[src/rtl/cpu_pkg.sv]
// Shared CPU definitions: branch-mode encodings decoded by the PC unit.
package cpu_pkg;

  localparam int BR_MODE_W = 3;

  typedef enum logic [BR_MODE_W-1:0] {
    BR_NONE = 3'd0,
    BR_BEQ  = 3'd1,
    BR_BNE  = 3'd2,
    BR_BLT  = 3'd3,
    BR_JMP  = 3'd4,
    BR_CALL = 3'd5,
    BR_RET  = 3'd6,
    BR_RSVD = 3'd7
  } br_mode_e;

endpackage

[src/rtl/ret_addr_stack.sv]
// Circular return-address stack: a push onto a full stack overwrites the oldest entry.
// A pop on an empty stack is ignored; the caller reports it.
module ret_addr_stack #(
  parameter int WIDTH = 16,
  parameter int DEPTH = 4
) (
  input  logic             clk,
  input  logic             rst_n,
  input  logic             push,
  input  logic             pop,
  input  logic [WIDTH-1:0] push_data,
  output logic [WIDTH-1:0] pop_data,
  output logic             full,
  output logic             empty
);

  localparam int PTR_W = $clog2(DEPTH);
  localparam int CNT_W = PTR_W + 1;
  localparam logic [CNT_W-1:0] DEPTH_C = CNT_W'(DEPTH);

  logic [WIDTH-1:0] mem [DEPTH];
  logic [PTR_W-1:0] wr_ptr;
  logic [PTR_W-1:0] rd_ptr;
  logic [CNT_W-1:0] count;

  assign rd_ptr   = wr_ptr - PTR_W'(1);
  assign full     = (count == DEPTH_C);
  assign empty    = (count == '0);
  assign pop_data = mem[rd_ptr];

  // Storage is not reset: count=0 already marks every entry as invalid.
  always_ff @(posedge clk) begin
    if (push) mem[wr_ptr] <= push_data;
  end

  always_ff @(posedge clk or negedge rst_n) begin
    if (!rst_n) begin
      wr_ptr <= '0;
      count  <= '0;
    end else if (push) begin
      wr_ptr <= wr_ptr + PTR_W'(1);
      if (!full) count <= count + CNT_W'(1);
    end else if (pop && !empty) begin
      wr_ptr <= rd_ptr;
      count  <= count - CNT_W'(1);
    end
  end

endmodule

[src/rtl/branch_pc_unit.sv]
// Registered program counter with flag-conditioned branches, relative jumps
// and a return-address stack for CALL/RET.
module branch_pc_unit
  import cpu_pkg::*;
#(
  parameter int               WIDTH     = 16,
  parameter int               RAS_DEPTH = 4,
  parameter logic [WIDTH-1:0] RESET_PC  = '0
) (
  input  logic                 clk,
  input  logic                 rst_n,
  input  logic                 En,
  input  logic [BR_MODE_W-1:0] Br_Mode,
  input  logic [WIDTH-1:0]     Br_Offset,
  input  logic                 Flag_Z,
  input  logic                 Flag_N,
  output logic [WIDTH-1:0]     PC,
  output logic                 Taken,
  output logic                 Ras_Overflow,
  output logic                 Ras_Underflow
);

  logic [WIDTH-1:0] seq_pc;
  logic [WIDTH-1:0] tgt_pc;
  logic [WIDTH-1:0] next_pc;
  logic [WIDTH-1:0] ras_data;
  logic             ras_full;
  logic             ras_empty;
  logic             is_call;
  logic             is_ret;
  logic             taken;
  logic             push;
  logic             pop;

  assign seq_pc = PC + WIDTH'(1);
  assign tgt_pc = seq_pc + Br_Offset;

  always_comb begin
    taken   = 1'b0;
    is_call = 1'b0;
    is_ret  = 1'b0;
    case (br_mode_e'(Br_Mode))
      BR_BEQ:  taken = Flag_Z;
      BR_BNE:  taken = !Flag_Z;
      BR_BLT:  taken = Flag_N;
      BR_JMP:  taken = 1'b1;
      BR_CALL: begin
        taken   = 1'b1;
        is_call = 1'b1;
      end
      BR_RET: begin
        taken  = !ras_empty;
        is_ret = 1'b1;
      end
      default: taken = 1'b0;
    endcase
  end

  assign push    = En && is_call;
  assign pop     = En && is_ret;
  assign next_pc = !taken ? seq_pc : (is_ret ? ras_data : tgt_pc);

  ret_addr_stack #(
    .WIDTH (WIDTH),
    .DEPTH (RAS_DEPTH)
  ) u_ras (
    .clk       (clk),
    .rst_n     (rst_n),
    .push      (push),
    .pop       (pop),
    .push_data (seq_pc),
    .pop_data  (ras_data),
    .full      (ras_full),
    .empty     (ras_empty)
  );

  // Status outputs are single-cycle and drop to 0 on a stalled cycle.
  always_ff @(posedge clk or negedge rst_n) begin
    if (!rst_n) begin
      PC            <= RESET_PC;
      Taken         <= 1'b0;
      Ras_Overflow  <= 1'b0;
      Ras_Underflow <= 1'b0;
    end else begin
      Taken         <= En && taken;
      Ras_Overflow  <= push && ras_full;
      Ras_Underflow <= pop && ras_empty;
      if (En) PC <= next_pc;
    end
  end

endmodule

[config.mk]
export PLATFORM = sky130hd
export DESIGN_NAME = branch_pc_unit
export DESIGN_NICKNAME = d
export VERILOG_FILES = /design/src/rtl/cpu_pkg.sv /design/src/rtl/ret_addr_stack.sv /design/src/rtl/branch_pc_unit.sv
export SDC_FILE = /design/constraint.sdc
export NUM_CORES = 1
export LEC_CHECK = 0
export CAP_MARGIN = 40
export CORE_AREA = 2 2 143 145
export DETAILED_ROUTE_END_ITERATION = 8
export DIE_AREA = 0 0 145 147
export SETUP_SLACK_MARGIN = 0.2
export SYNTH_ARGS = -nofsm -noshare
export SYNTH_HDL_FRONTEND = slang
export SYNTH_SLANG_ARGS = --single-unit
[constraint.sdc]
create_clock -name clk -period 4.5 [get_ports clk]
set_input_delay 0.45 -clock clk [delete_from_list [all_inputs] [get_ports clk]]
set_output_delay 0.45 -clock clk [all_outputs]
set_load 0.02 [all_outputs]
==> results list <==
- Once layout is done, the placed cells without fillers occupy 0.00596 mm^2.
- TritonCTS clock tree: yes
* DR pass1 iterations: 5
- In the global route stage, overall resource usage came out at between 10 and 15%.
- sky130_fd_sc_hd__edfxtp_1 is the most common cell in the netlist.
- Via count: about 3400
- In the final routed layout, each cell accounts on average for approximately 17 um.
- MaxCap Viol Count: 0
* Antenna diode instance count: 0
* Post-route clock skew: roughly 0.0095 ns
- For this run, design rule violations remaining after detail routing come to 0.
* Main combinational cell family by area after synthesis: compound AO/OA/AOI/OAI gates
- Remaining Overflow, GRT: 0
- Setup tns final: 0 ns
- VDD sags by at most between 0.0002 and 0.00025 V.
- In this run, synthesis inferred 64 flip-flops with an integrated enable.
- STA classifies the critical path startpoint as a flip-flop.
- Once the floorplan was initialized, standard cells occupied between 20% and 30% of the core.
* Die extent in y: 147 um
- Count of instances resized after the clock tree is built: 0
- Transition time of the tightest slew-check pin: about 0.84 ns
- Adder-cell area share of the yosys netlist: about 7.0%
* Capture point of the worst reg-to-reg path: PC[15]
- Final cell utilization of the core: a little under a third
* Synthesized netlist net count: 454
- In the synthesized netlist, mux cells make up slightly below 9% of the area.
* Dominant cells by area after synthesis: sky130_fd_sc_hd__edfxtp_1 (40%), sky130_fd_sc_hd__dfrtp_1 (12%), sky130_fd_sc_hd__mux4_2 (7.4%)
- From synthesis to final layout, the design area changed by 23.0%.
- Number of warning messages in the yosys log: 0
- The synthesized netlist devotes 13.0% of its cell area to compound gates.
- Counting along the longest clock path gives a buffer depth of 2.
* XOR/XNOR share of the synthesized area: under 10%
- Total power per unit cell area: approximately 650 mW/mm^2
- The final critical path takes up 81.5% of the cycle.
- Worst hold slack across all endpoints: roughly 0.5 ns
- At the worst endpoint, the arrival time is 3.94 ns.
- Of the post-synthesis cell area, the dominant cell type holds 39.7%.
- Leading post-synthesis cells by instance count: sky130_fd_sc_hd__edfxtp_1 (64), sky130_fd_sc_hd__nand2_1 (37), sky130_fd_sc_hd__a21oi_1 (24), sky130_fd_sc_hd__dfrtp_1 (24), sky130_fd_sc_hd__ha_1 (24)
- The congestion estimate from routability-driven global placement came to roughly 0.86.
- Setup Viol. Count Final: 0
- Chip Width: 145 um
- Row Count: 52
- Most used DFF post-synth: sky130_fd_sc_hd__edfxtp_1
- After clock tree synthesis, the setup repair step added 0 buffers.
* FF-to-FF Start: PC[1]
* Clock Sink Count: 88
* Flop2flop setup slack: roughly 0.83 ns
* Number of instances in the synthesized netlist: approximately 400
- In this run the mean area of a mapped cell was about 12 um^2.
- Of the cells placed in the final design, the portion with a size suffix greater than 1 is a little over a tenth.
* Via count of the first global-routing pass: 3575
- The total area inside the core boundary comes to about 0.02 mm^2.
* Layout net count: around 500
- Cell variety after synth: 61
* CTS hold repair buffers: 0
- sky130_fd_sc_hd__edfxtp_1 takes more of the synthesized area than any other cell.
- Detail-routed via count per cell: around 4.8
- Clock network latency to the later pin of the worst-skew pair: ~0.35 ns
- Die footprint: 0.0213 mm^2
- The path class of the tightest hold or removal check is primary input to asynchronous set/reset pin.
- STA puts the critical path data required time at 4.77 ns.
* IO Count: between 40 and 50
- Synth Cell Area: ~0.0048 mm^2
* Detailed-placement wirelength estimate: 9220 um
* Starting DRT DRC Count: ~170
- Worst Path Max Fanout: 7
- Type of the worst setup path: flip-flop to flip-flop
- The max-slew violation total from the final report came to 0.
- Unrepaired setup endpoints after global routing: false
* Hold violation count in the final report: 0
- R2r worst-path depth: 12
* Number of storage elements in the synthesis netlist: 88
- Status: finished clean
- In this run the remaining antenna-violating nets after routing total 0.
- In this run the clock root is driven by a sky130_fd_sc_hd__clkbuf_16.
- Pin count of the biggest net entering global routing: 36
* Shortest clock period the worst path allows after layout: about 3.7 ns
- After Yosys synthesis, and, or, nand and nor cells account for a little under an eighth of the synthesized area.
- Slew margin rel.: a little over two fifths
- Wires add up to 12500 um.
- Initial antenna violation count: 0
- Static timing analysis puts the maximum clock frequency at about 270 MHz.
- Of the synthesized area, sequential elements account for between 50% and 60%.
- Clock slew at reported path FFs: roughly 0.07 ns
- Clock tree synthesis inserted a total of 9 buffers.
- Counting flops with an async set or reset pin after synthesis yields a share of between 20% and 30%.
* Area post-placement: approximately 0.0056 mm^2
- H-tree lvl count: 3
- Count of buffers from port buffering: 42
* Leakage power figure: between 2 and 2.5 nW
* Global-route wire length before repair: around 20000 um
- The worst setup path is captured at a flip-flop.
[worst max-delay path, stage by stage, from the launching register on]
cell                       delay, ns
sky130_fd_sc_hd__dfrtp_1        0.41
sky130_fd_sc_hd__ha_1           0.32
sky130_fd_sc_hd__nand2_1        0.08
sky130_fd_sc_hd__nor3_1         0.47
sky130_fd_sc_hd__nand4_1        0.19
sky130_fd_sc_hd__xnor2_1        0.44
sky130_fd_sc_hd__ha_1           0.38
sky130_fd_sc_hd__a21oi_1        0.28
sky130_fd_sc_hd__o21ai_0        0.13
sky130_fd_sc_hd__a21oi_1        0.17
sky130_fd_sc_hd__a21oi_1        0.11
sky130_fd_sc_hd__or4bb_1        0.52
sky130_fd_sc_hd__o211ai_2       0.09
[area by class of cell]
class	count	area [um^2]
multi-input cells	282	2180
fillers	1995	13900
clock buffers	9	225
well taps	270	338
clock inverters	7	103
inverters	17	63.8
flip-flops and latches	88	2520
repair buffers	51	533
[metrics by stage]
step	total power (W)	setup WS [ns]	std cells
2_1_floorplan	0.00251	1.26	404
3_3_place_gp	0.00302	1.05	702
3_5_place_dp	0.00308	0.837	708
4_1_cts	0.00391	0.807	724
5_1_grt	0.00414	0.480	724
6_report	0.00389	0.835	724
[worst max path at each step]
stage	depth (start not counted)	to	startpoint
after CTS	12	PC[15]	PC[1]
final	12	PC[15]	PC[1]
after global placement	12	PC[15]	PC[0]
after floorplan	12	PC[14]	PC[2]
after global routing	12	PC[15]	PC[1]
after detailed placement	12	PC[15]	PC[0]
[report_power, final]
group	internal, W	switching [W]
clock	0.000492	0.000327
sequential	0.00109	0.000161
combinational	0.000796	0.00103
[placed cells by master (no fill, tap or decap), types with 3 or more instances in the layout]
| cell | instances |
|---|---|
| sky130_fd_sc_hd__a211oi_1 | 5 |
| sky130_fd_sc_hd__a21o_1 | 6 |
| sky130_fd_sc_hd__a21oi_1 | 24 |
| sky130_fd_sc_hd__and2_1 | 4 |
| sky130_fd_sc_hd__and3_1 | 3 |
| sky130_fd_sc_hd__buf_4 | 3 |
| sky130_fd_sc_hd__buf_8 | 6 |
| sky130_fd_sc_hd__clkbuf_16 | 9 |
| sky130_fd_sc_hd__clkdlybuf4s50_1 | 42 |
| sky130_fd_sc_hd__dfrtp_1 | 24 |
| sky130_fd_sc_hd__edfxtp_1 | 64 |
| sky130_fd_sc_hd__ha_1 | 24 |
| sky130_fd_sc_hd__inv_1 | 17 |
| sky130_fd_sc_hd__mux2i_1 | 5 |
| sky130_fd_sc_hd__mux4_2 | 16 |
| sky130_fd_sc_hd__nand2_1 | 37 |
| sky130_fd_sc_hd__nand3_1 | 18 |
| sky130_fd_sc_hd__nor2_1 | 21 |
| sky130_fd_sc_hd__nor3_1 | 6 |
| sky130_fd_sc_hd__nor4_1 | 3 |
| sky130_fd_sc_hd__o211ai_1 | 10 |
| sky130_fd_sc_hd__o21a_1 | 4 |
| sky130_fd_sc_hd__o21ai_0 | 21 |
| sky130_fd_sc_hd__o21ai_1 | 4 |
| sky130_fd_sc_hd__o22ai_1 | 6 |
| sky130_fd_sc_hd__or3_1 | 3 |
| sky130_fd_sc_hd__xnor2_1 | 18 |
| sky130_fd_sc_hd__xor2_1 | 7 |
[logic make-up after synthesis]
kind of cell,count (synthesis)
simple gates,110
compound gates,98
flops,88
buf+inv,34
xor+xnor,26
fa+ha+maj,26
mux,22
[sequential cells by signal, summed over array words and instances (netlist names)]
register,count
Ras_Overflow,1
Ras_Underflow,1
u_ras.mem,64
u_ras.wr_ptr,2
PC,16
Taken,1
u_ras.count,3
[routing by layer]
| layer | wire, um | part of all wire, % | track usage (%) |
|---|---|---|---|
| met1 | 5090 | 41 | 13.8 |
| met2 | 6680 | 53 | 22.2 |
| met3 | 464 | 3.7 | 2.08 |
| met4 | 273 | 2.2 | 5.05 |
| met5 | 0 | 0 | 0 |
Note: power is estimated with default switching activity, not from simulation.
